<file path="src/rtl/fifo_uart_tx.sv">
// UART transmitter draining a FIFO read port: one single-cycle read request per
// frame, word captured on the valid strobe, sent as start/data LSB-first/parity/stop.
module fifo_uart_tx #(
  parameter int DATA_WIDTH   = 8,
  parameter int CLKS_PER_BIT = 16
) (
  input  logic                  CLK,
  input  logic                  rst,
  input  logic                  Empty,
  input  logic                  TX_D_Valid,
  input  logic [DATA_WIDTH-1:0] D_IN,
  input  logic                  Par_En,
  input  logic                  Par_Typ,
  output logic                  Rd_Req,
  output logic                  TX_OUT,
  output logic                  Busy
);

  localparam int CW = (CLKS_PER_BIT > 1) ? $clog2(CLKS_PER_BIT) : 1;
  localparam int IW = (DATA_WIDTH > 1) ? $clog2(DATA_WIDTH) : 1;

  localparam logic [2:0] S_IDLE   = 3'd0;
  localparam logic [2:0] S_FETCH  = 3'd1;
  localparam logic [2:0] S_START  = 3'd2;
  localparam logic [2:0] S_DATA   = 3'd3;
  localparam logic [2:0] S_PARITY = 3'd4;
  localparam logic [2:0] S_STOP   = 3'd5;

  logic [2:0]            state_q, state_d;
  logic [CW-1:0]         baud_q, baud_d;
  logic [IW-1:0]         idx_q, idx_d, idx_inc;
  logic [1:0]            fetch_q, fetch_d;
  logic [DATA_WIDTH-1:0] data_q, data_d;
  logic                  par_en_q, par_en_d;
  logic                  parity_q, parity_d;
  logic                  rd_q, rd_d;
  logic                  tx_q, tx_d;
  logic                  busy_q, busy_d;
  logic                  baud_done;

  assign baud_done = (baud_q == CW'(CLKS_PER_BIT - 1));
  assign idx_inc   = idx_q + 1'b1;

  always_comb begin
    state_d  = state_q;
    baud_d   = baud_q;
    idx_d    = idx_q;
    fetch_d  = fetch_q;
    data_d   = data_q;
    par_en_d = par_en_q;
    parity_d = parity_q;
    tx_d     = tx_q;
    rd_d     = 1'b0;
    case (state_q)
      S_IDLE: begin
        baud_d  = '0;
        idx_d   = '0;
        fetch_d = '0;
        tx_d    = 1'b1;
        if (!Empty) begin
          rd_d    = 1'b1;
          state_d = S_FETCH;
        end
      end
      S_FETCH: begin
        // A valid strobe on the third FETCH edge still wins over the give-up.
        if (TX_D_Valid) begin
          data_d   = D_IN;
          par_en_d = Par_En;
          parity_d = Par_Typ ? ~^D_IN : ^D_IN;
          tx_d     = 1'b0;
          baud_d   = '0;
          state_d  = S_START;
        end else if (fetch_q == 2'd2) begin
          state_d = S_IDLE;
        end else begin
          fetch_d = fetch_q + 1'b1;
        end
      end
      S_START: begin
        if (baud_done) begin
          baud_d  = '0;
          idx_d   = '0;
          tx_d    = data_q[0];
          state_d = S_DATA;
        end else begin
          baud_d = baud_q + 1'b1;
        end
      end
      S_DATA: begin
        if (baud_done) begin
          baud_d = '0;
          if (idx_q == IW'(DATA_WIDTH - 1)) begin
            idx_d = '0;
            if (par_en_q) begin
              tx_d    = parity_q;
              state_d = S_PARITY;
            end else begin
              tx_d    = 1'b1;
              state_d = S_STOP;
            end
          end else begin
            idx_d = idx_inc;
            tx_d  = data_q[idx_inc];
          end
        end else begin
          baud_d = baud_q + 1'b1;
        end
      end
      S_PARITY: begin
        if (baud_done) begin
          baud_d  = '0;
          tx_d    = 1'b1;
          state_d = S_STOP;
        end else begin
          baud_d = baud_q + 1'b1;
        end
      end
      S_STOP: begin
        tx_d = 1'b1;
        if (baud_done) begin
          baud_d  = '0;
          state_d = S_IDLE;
        end else begin
          baud_d = baud_q + 1'b1;
        end
      end
      default: begin
        tx_d    = 1'b1;
        state_d = S_IDLE;
      end
    endcase
    busy_d = (state_d != S_IDLE);
  end

  always_ff @(posedge CLK) begin
    if (rst) begin
      state_q  <= S_IDLE;
      baud_q   <= '0;
      idx_q    <= '0;
      fetch_q  <= '0;
      data_q   <= '0;
      par_en_q <= 1'b0;
      parity_q <= 1'b0;
      rd_q     <= 1'b0;
      tx_q     <= 1'b1;
      busy_q   <= 1'b0;
    end else begin
      state_q  <= state_d;
      baud_q   <= baud_d;
      idx_q    <= idx_d;
      fetch_q  <= fetch_d;
      data_q   <= data_d;
      par_en_q <= par_en_d;
      parity_q <= parity_d;
      rd_q     <= rd_d;
      tx_q     <= tx_d;
      busy_q   <= busy_d;
    end
  end

  assign Rd_Req = rd_q;
  assign TX_OUT = tx_q;
  assign Busy   = busy_q;

endmodule

</file>
<file path="config.mk">
export PLATFORM = sky130hd
export DESIGN_NAME = fifo_uart_tx
export DESIGN_NICKNAME = d
export VERILOG_FILES = /design/src/rtl/fifo_uart_tx.sv
export SDC_FILE = /design/constraint.sdc
export NUM_CORES = 1
export LEC_CHECK = 0
export ABC_AREA = 1
export CAP_MARGIN = 40
export CORE_MARGIN = 2
export CORE_UTILIZATION = 35
export CTS_BUF_LIST = sky130_fd_sc_hd__clkbuf_2
export CTS_CLUSTER_DIAMETER = 80
export DETAILED_ROUTE_END_ITERATION = 6
export PLACE_DENSITY = 0.55
export REMOVE_ABC_BUFFERS = 1
export SYNTH_ARGS = -nofsm -noshare
export SYNTH_HDL_FRONTEND = slang
export SYNTH_SLANG_ARGS = --single-unit
</file>
<file path="constraint.sdc">
create_clock -name CLK -period 2.4 [get_ports CLK]
set_clock_uncertainty 0.2 [all_clocks]
set_input_delay 0.36 -clock CLK [delete_from_list [all_inputs] [get_ports CLK]]
set_output_delay 0.36 -clock CLK [all_outputs]
set_load 0.005 [all_outputs]
</file>
==> impl_metrics.toml, run 1 <==
[layout]
drive_above_1_share = 0.141
antenna_cells = 0
areaGrowthSynthToFinish_pct = 15.4
instances_no_fill = 284
multiInputGateArea_um2 = 828
final_util = 0.427
regArea_um2 = 500
nets = 256
layout_common_cells = "53 x nand2_1, 34 x inv_1, 25 x dfxtp_1"
fillers = 427
final_common_cell = "nand2_1"

[die]
core-area_um2 = 4060
start_util = 0.370
ios = 17
rows = 23
fp.dieW_um = 69.5
die_h_um = 69.5
dieArea_um2 = 4830

[synth]
async_reset_ff_frac = 0
syn_area_um2 = 1500
synth-seq-cells = 25
yosys_most_used_dff = "dfxtp_1"
ys_types = 28
synth-edff-count = 0
ys_seq_area_frac = 0.333
ys_warn_count = 0
postSynthAreaPerCell_um2 = 6.99
syn-instance-count = 215

[routing]
wl_um = 2820
ant_nets = 0
drc = 0
drt_iter0_drc = 80
vias_per_cell = 4.64
first_pass_iters = 4
post_drt_wl_per_cell_um = 9.91
vias = 1318

[clock_tree]
cts_resized = 0
cts.sinks = 25
tritoncts = "done"
holdBufCountCts = 0
clk_pin_slew_ns = 0.23
root_buffer = "clkbuf_2"
post_cts_buffers = 0
clk_latency_ns = 0.35
cts_buffer_depth = 2
htreeDepth = 1
cts-buffers-inserted = 3

[min_path]
whs_path_depth = 2
min_to = "fetch_q[1]$_SDFFE_PP0P_"
hp-start = "fetch_q[1]$_SDFFE_PP0P_"
hold_path_class = "flip-flop to flip-flop"

[worst_setup_path]
cp_slowest_cell = "clkdlybuf4s50_1"
reg2regPathDepth = 9
critical_path.top_delay_family = "buffers and inverters"
cp_cell_sequence = "clkdlybuf4s50_1"
critPathLaunchType = "flip-flop"
rrSetupSlack_ns = 0.69
path_buf_inv = 1
critical_path_class = "flip-flop to primary output"
critPathMaxFanout = 2
cpPeakStageDelay_ns = 0.49
worstPathRequired_ns = 1.84
worst-path-stages = 1
crit_arrival_ns = 1.22
cp-end-kind = "primary output"
worstReg2RegEnd = "TX_OUT$_SDFFE_PP1P_"
reg2reg_from = "idx_q[0]$_SDFFE_PP0P_"

[global_route]
antenna_found_initial = 0
grt_overflow = 0
grt_pass1_vias = 1216
grt_use_total = 0.133
grt_first_pass_wirelength_um = 5310
grt_max_degree = 15

[sta]
hold_viol = 0
timing.fmax_mhz = 563
setup_slack_ns = 0.624
slew_headroom = 0.783
finalMaxSlewViolations = 0
fin_tns_setup_ns = 0
rsz0062_at_grt = "no"
setup_viol = 0
tightest_slew_ns = 0.325
min_period_ns = 1.78
finalCritPeriodShare = 0.740

[power_and_ir_drop]
power.density_nw_per_um2 = 509
power_leakage_nw = 0.797
ir_worst_vdd_uv = 195

[place]
post-place-ws_ns = 0.624
io_buffers = 16
placedCellCount = 280
dpl.hpwl_um = 2240
place.gp.congestion = 0.815

[status]
status = "finished, final reports clean"

[job]
cap_violations = 0
==> synthesized netlist by cell type (3+ instances only) <==
cell type / count / share of area
nand2_2: 7 / 0.029
nand3_1: 15 / 0.050
a211oi_1: 3 / 0.015
inv_1: 34 / 0.085
ha_1: 7 / 0.058
o21ai_2: 4 / 0.023
nor2_1: 14 / 0.035
o21ai_0: 10 / 0.033
a21oi_1: 15 / 0.050
a21oi_2: 4 / 0.023
nand2_1: 53 / 0.13
dfxtp_1: 25 / 0.33
==> sequential cells by signal, summed over array words and instances (netlist names) <==
name      cells
Busy          1
Rd_Req        1
TX_OUT        1
baud_q        4
data_q        8
fetch_q       2
idx_q         3
par_en_q      1
parity_q      1
state_q       3
==> through the flow <==
step	hold slack (ns)	power [mW]	cell area [um2]
6_report	0.272	0.883	1730
5_1_grt	0.312	0.961	1730
4_1_cts	0.280	0.902	1730
3_5_place_dp	0.252	0.727	1710
3_3_place_gp	0.252	0.729	1710
2_1_floorplan	0.222	0.645	1480
==> power breakdown <==
part	switching, mW	internal (mW)
clock network	0.130	0.0378
logic	0.137	0.105
registers	0.0226	0.451
==> per-layer routing <==
layer | wire [um] | vias up | GRT usage
met5 | 0 | - | 0
li1 | - | 732 | -
met4 | 29 | 0 | 0.0392
met1 | 1450 | 561 | 0.179
met3 | 102 | 4 | 0.0291
met2 | 1240 | 21 | 0.212
==> worst register-to-register path, delay by kind of cell (launching register included) <==
kind / cells / cell delay (ns)
flip-flops: 1 / 0.48
adder cells (fa/ha/maj): 2 / 0.36
AND/OR/NAND/NOR: 4 / 0.23
AO/OA/AOI/OAI: 1 / 0.20
buffers and inverters: 2 / 0.17
==> how the worst max path moves through the flow <==
stage	from	to	slack, ns
finish	TX_OUT$_SDFFE_PP1P_	TX_OUT	0.62
global route	idx_q[0]$_SDFFE_PP0P_	TX_OUT$_SDFFE_PP1P_	0.42
CTS	TX_OUT$_SDFFE_PP1P_	TX_OUT	0.57
detailed placement	TX_D_Valid	baud_q[3]$_SDFFE_PP0P_	0.62
global placement	TX_D_Valid	baud_q[3]$_SDFFE_PP0P_	0.61
floorplan	idx_q[0]$_SDFFE_PP0P_	Busy$_SDFF_PP0_	0.85
==> logic make-up (layout without fill, tap and decap cells) <==
| logic type | count (synthesis) | count (layout) | synth area share |
|---|---|---|---|
| AOI/OAI and AO/OA | 42 | 42 | 0.182 |
| xor gates and xnor gates | 1 | 1 | 0.00583 |
| adders and majority gates | 7 | 7 | 0.0583 |
| buffers and inverters | 41 | 60 | 0.116 |
| DFF | 25 | 25 | 0.333 |
| and+or+nand+nor | 99 | 99 | 0.305 |
==> area by class of cell <==
type                       count  area share
multi-input combinational    149       0.478
sequential                    25       0.289
timing repair buffer          18       0.101
inverter                      38      0.0851
tap                           50      0.0361
clock buffer                   3     0.00866
clock inverter                 1     0.00289
Note: power is estimated with default switching activity, not from simulation.
==> inputs of run 2 (changes only) <==
- PLACE_DENSITY: 0.55 -> 0.57
- clock period: 2.4 -> 1.44 ns (I/O delays scaled with it)
==> impl_metrics.toml, run 2 (synthesis results as in run 1) <==
[sta]
min_period_ns = 1.49
setup_viol = 5
slew_headroom = 0.841
finalCritPeriodShare = 1.04
fin_hold_ws_ns = 0.252
tightest_slew_ns = 0.239
finalMaxSlewViolations = 0
hold_viol = 0
rsz0062_at_grt = "yes"
setup_slack_ns = -0.0545
timing.fmax_mhz = 669

[routing]
wl_um = 3030
drt_iter0_drc = 26
vias_per_cell = 4.53
ant_nets = 0
first_pass_iters = 4
drc = 0
vias = 1403
dr_wl_met2_um = 1420
met3_length_um = 79
highest_layer = "met4"
wl_met1_um = 1520
post_drt_wl_per_cell_um = 9.78

[die]
core-area_um2 = 4060
start_util = 0.370
ios = 17
die_h_um = 69.5
fp.dieW_um = 69.5
dieArea_um2 = 4830
rows = 23

[global_route]
grt_max_degree = 15
grt_first_pass_wirelength_um = 5330
grt_pass1_vias = 1288
antenna_found_initial = 0
grt_overflow = 0
grt_use_total = 0.131

[layout]
areaGrowthSynthToFinish_pct = 34.5
final_common_cell = "nand2_1"
nets = 282
layout_common_cells = "53 x nand2_1, 30 x inv_1, 27 x buf_4"
instances_no_fill = 310
largest_register = "data_q"
fillers = 420
drive_above_1_share = 0.308
reg.largest.list = "data_q (8), baud_q (4)"
largest_reg_flops = 8
antenna_cells = 0

[worst_setup_path]
crit_arrival_ns = 1.57
cp-end-kind = "flip-flop"
reg2regPathDepth = 9
reg2reg_from = "baud_q[0]$_SDFFE_PP0P_"
worstReg2RegEnd = "Busy$_SDFF_PP0_"
critPathMaxFanout = 7
critical_path_class = "flip-flop to flip-flop"
critPathLaunchType = "flip-flop"
worstPathRequired_ns = 1.52
rrSetupSlack_ns = -0.05

[power_and_ir_drop]
ir_worst_vdd_uv = 270
power_leakage_nw = 0.930
power.density_nw_per_um2 = 769

[clock_tree]
clk_pin_slew_ns = 0.24
htreeDepth = 1
tritoncts = "done"
cts_buffer_depth = 2
root_buffer = "clkbuf_2"
clk_latency_ns = 0.34
cts.sinks = 25
cts-buffers-inserted = 3
holdBufCountCts = 0

[status]
violations = "negative setup slack"
status = "complete, but fails checks"

[place]
post-place-ws_ns = -0.191
io_buffers = 16
place.gp.congestion = 0.872
placedCellCount = 305
dpl.hpwl_um = 2400

[job]
cap_violations = 0

[min_path]
hold_path_class = "input pin to flip-flop"
hp-start = "Empty"
min_to = "Rd_Req$_SDFF_PP0_"
whs_path_depth = 2
[run 2: cell types whose count changed in the layout (fill, tap and decap cells not counted), moves of 3 or more]
cell             delta
dfxtp_1             -8
buf_4              +25
dfxtp_2             +7
ha_1                -5
inv_1               -4
dlygate4sd2_1       +3
inv_2               +3
clkdlybuf4s50_1     -3
ha_4                +4
[run 2: worst max path at each step]
stage / from / end / slack (ns) / depth (start not counted)
floorplan: idx_q[0]$_SDFFE_PP0P_ / Busy$_SDFF_PP0_ / -0.11 / 9
global placement: TX_D_Valid / baud_q[3]$_SDFFE_PP0P_ / -0.17 / 8
detailed placement: TX_D_Valid / baud_q[3]$_SDFFE_PP0P_ / -0.19 / 8
CTS: baud_q[1]$_SDFFE_PP0P_ / Busy$_SDFF_PP0_ / -0.10 / 9
global route: baud_q[0]$_SDFFE_PP0P_ / Busy$_SDFF_PP0_ / -0.14 / 9
finish: baud_q[0]$_SDFFE_PP0P_ / Busy$_SDFF_PP0_ / -0.05 / 9
[run 2: critical path: stages (launching register included)]
cell	delay (ns)
dfxtp_2	0.40
ha_4	0.14
nand3_2	0.07
buf_6	0.14
o21ai_4	0.14
nand2_1	0.06
inv_1	0.05
nand4_1	0.08
nand2_1	0.10
nand2_1	0.05
[run 2: timing repair]
| action | in CTS | in global routing |
|---|---|---|
| gates resized for setup | 22 | 11 |
| endpoints found under the hold margin | 0 | 0 |
| setup buffers | 0 | 1 |
| endpoints found under the setup margin | 20 | 20 |
| pin swaps | 4 | 4 |
[run 2: cell type report]
cell class,count,area (um2),area share
timing repair buffer,44,370,0.183
sequential,25,513,0.254
clock buffer,4,20.0,0.00991
inverter,38,153,0.0755
multi-input combinational,149,902,0.446
tap,50,62.6,0.0310
[run 2: through the flow]
step                      TNS, ns  power [mW]  instance area [um2]   util
after floorplan            -0.329        1.07                 1480      -
after global placement      -1.87        1.26                 1900  0.469
after detailed placement    -2.24        1.26                 1900  0.469
after CTS                  -0.281        1.56                 1980  0.489
after global routing        -1.31        1.67                 2020  0.498
final                      -0.139        1.55                 2020  0.498
[run 2: where the power goes]
part | switching, mW | total (mW) | internal, mW
Clock | 0.210 | 0.283 | 0.0733
Sequential | 0.0422 | 0.797 | 0.755
Combinational | 0.250 | 0.475 | 0.225
[run 2: routing by layer]
layer / global-route usage / up-vias
li1: - / 779
met1: 0.170 / 605
met2: 0.224 / 17
met3: 0.0218 / 2
met4: 0.0327 / 0
met5: 0 / -
==> inputs of run 3 (changes only) <==
- GPL_TIMING_DRIVEN: default -> 0
- SETUP_SLACK_MARGIN: default -> 0.4
==> impl_metrics.toml, run 3 (synthesis results as in run 1) <==
[global_route]
antenna_found_initial = 0
grt_max_degree = 17
grt_pass1_vias = 1253
grt_use_total = 0.128
grt_overflow = 0
grt_first_pass_wirelength_um = 5150

[sta]
hold_viol = 0
finalCritPeriodShare = 1.04
rsz0062_at_grt = "yes"
slew_headroom = 0.644
tightest_slew_ns = 0.534
setup_viol = 8
finalMaxSlewViolations = 0
min_period_ns = 1.49
timing.fmax_mhz = 670
setup_slack_ns = -0.0533

[layout]
regArea_um2 = 518
multiInputGateArea_um2 = 937
reg.largest.list = "data_q (8), baud_q (4)"
antenna_cells = 0
fillers = 421
layout_common_cells = "50 x nand2_1, 29 x inv_1, 15 x dfxtp_1"
design_area_um2 = 1910
drive_above_1_share = 0.310
nets = 264
largest_reg_flops = 8
final_common_cell = "nand2_1"
areaGrowthSynthToFinish_pct = 27.4
largest_register = "data_q"

[worst_setup_path]
cp_slowest_cell = "dfxtp_2"
cp-end-kind = "flip-flop"
worst-path-stages = 9
critical_path.top_delay_family = "simple AND/OR/NAND/NOR gates"
cpPeakStageDelay_ns = 0.44
critical_path_class = "flip-flop to flip-flop"
path_buf_inv = 2
reg2regPathDepth = 9
crit_arrival_ns = 1.59
cp_cell_sequence = "inv_2 -> nand2_2 -> nor2_4 -> nand2_2 -> nand2_4 -> inv_4 -> nand2_1 -> nand2_1 -> nor3b_2"
critPathMaxFanout = 7
startpoint = "state_q[1]$_SDFF_PP0_"
worstSetupEndpoint = "baud_q[3]$_SDFFE_PP0P_"
worstPathRequired_ns = 1.53
worstReg2RegEnd = "baud_q[3]$_SDFFE_PP0P_"
rrSetupSlack_ns = -0.05
reg2reg_from = "state_q[1]$_SDFF_PP0_"
critPathLaunchType = "flip-flop"

[routing]
first_pass_iters = 4
vias = 1361
vias_per_cell = 4.66
post_drt_wl_per_cell_um = 10.1
ant_nets = 0
wl_um = 2950
drc = 0
drt_iter0_drc = 39

[clock_tree]
cts_buffer_depth = 2
holdBufCountCts = 0
cts-buffers-inserted = 3
tritoncts = "done"
root_buffer = "clkbuf_2"
cts.sinks = 25
htreeDepth = 1
clk_pin_slew_ns = 0.25
clk_latency_ns = 0.37

[power_and_ir_drop]
power.density_nw_per_um2 = 812
ir_worst_vdd_uv = 400
power_leakage_nw = 0.837

[die]
fp.dieW_um = 69.5
rows = 23
die_h_um = 69.5
dieArea_um2 = 4830
core-area_um2 = 4060
ios = 17
start_util = 0.370

[place]
io_buffers = 16
dpl.hpwl_um = 2200
place.gp.congestion = 0.825
post-place-ws_ns = -0.683
placed_area_um2 = 1700

[status]
status = "complete, but fails checks"
violations = "negative setup slack"

[min_path]
hold_path_class = "input pin to flip-flop"

[job]
cap_violations = 0
run 3: cell count changes in the layout (fill, tap and decap cells not counted), sizes merged:
cell           previous run  this run
clkinvlp                  0         1
buf                      28        13
clkbuf                    4         3
clkdlybuf4s50            13        12
dlygate4sd2               3         1
run 3: worst reg2reg max path, stage by stage (launching register included):
cell,delay (ns)
dfxtp_2,0.44
inv_2,0.08
nand2_2,0.06
nor2_4,0.16
nand2_2,0.09
nand2_4,0.10
inv_4,0.05
nand2_1,0.07
nand2_1,0.05
nor3b_2,0.14
run 3: area by class of cell:
cell class              count  area share
well taps                  50      0.0327
multi-input cells         149       0.490
clock inverters             1     0.00458
flip-flops and latches     25       0.271
repair buffers             26       0.114
inverters                  38      0.0804
clock buffers               3     0.00784
run 3: layer usage:
layer,share of wire,wire length (um),global-route usage,up-vias
met4,0.0058,17,0.0196,0
met3,0.042,124,0.0378,2
met5,0,0,0,-
met1,0.48,1410,0.160,588
met2,0.47,1400,0.219,24
li1,-,-,-,747
run 3: worst min-delay path by stage:
stage	start	endpoint	slack (ns)	cells after the start
3_5_place_dp	fetch_q[1]$_SDFFE_PP0P_	fetch_q[1]$_SDFFE_PP0P_	0.25	2
6_report	Empty	Rd_Req$_SDFF_PP0_	0.20	2
4_1_cts	D_IN[1]	data_q[1]$_SDFFE_PP0P_	0.17	3
5_1_grt	Empty	Rd_Req$_SDFF_PP0_	0.16	2
2_1_floorplan	rst	data_q[4]$_SDFFE_PP0P_	0.08	1
3_3_place_gp	fetch_q[1]$_SDFFE_PP0P_	fetch_q[1]$_SDFFE_PP0P_	0.25	2
run 3: metrics by stage:
step,setup TNS (ns),hold slack [ns],utilization,total power [mW],instances
finish,-0.259,0.198,0.472,1.55,292
global route,-1.39,0.159,0.472,1.68,292
CTS,-0.205,0.168,0.464,1.57,291
detailed placement,-9.05,0.253,0.419,1.20,278
global placement,-8.53,0.252,0.419,1.20,278
floorplan,-0.329,0.0784,-,1.07,212
run 3: power by group:
part	internal (mW)	total [mW]	switching, mW	leakage (nW)
logic	0.199	0.448	0.249	0.611
clock network	0.0727	0.306	0.234	0.0170
registers	0.757	0.800	0.0437	0.208
run 3: timing repair:
action / in CTS / in global routing
cloned: 0 / 0
resized for setup: 46 / 5
setup endpoints to repair: 28 / 28
buffers inserted: 9 / 1
pin swaps: 12 / 6
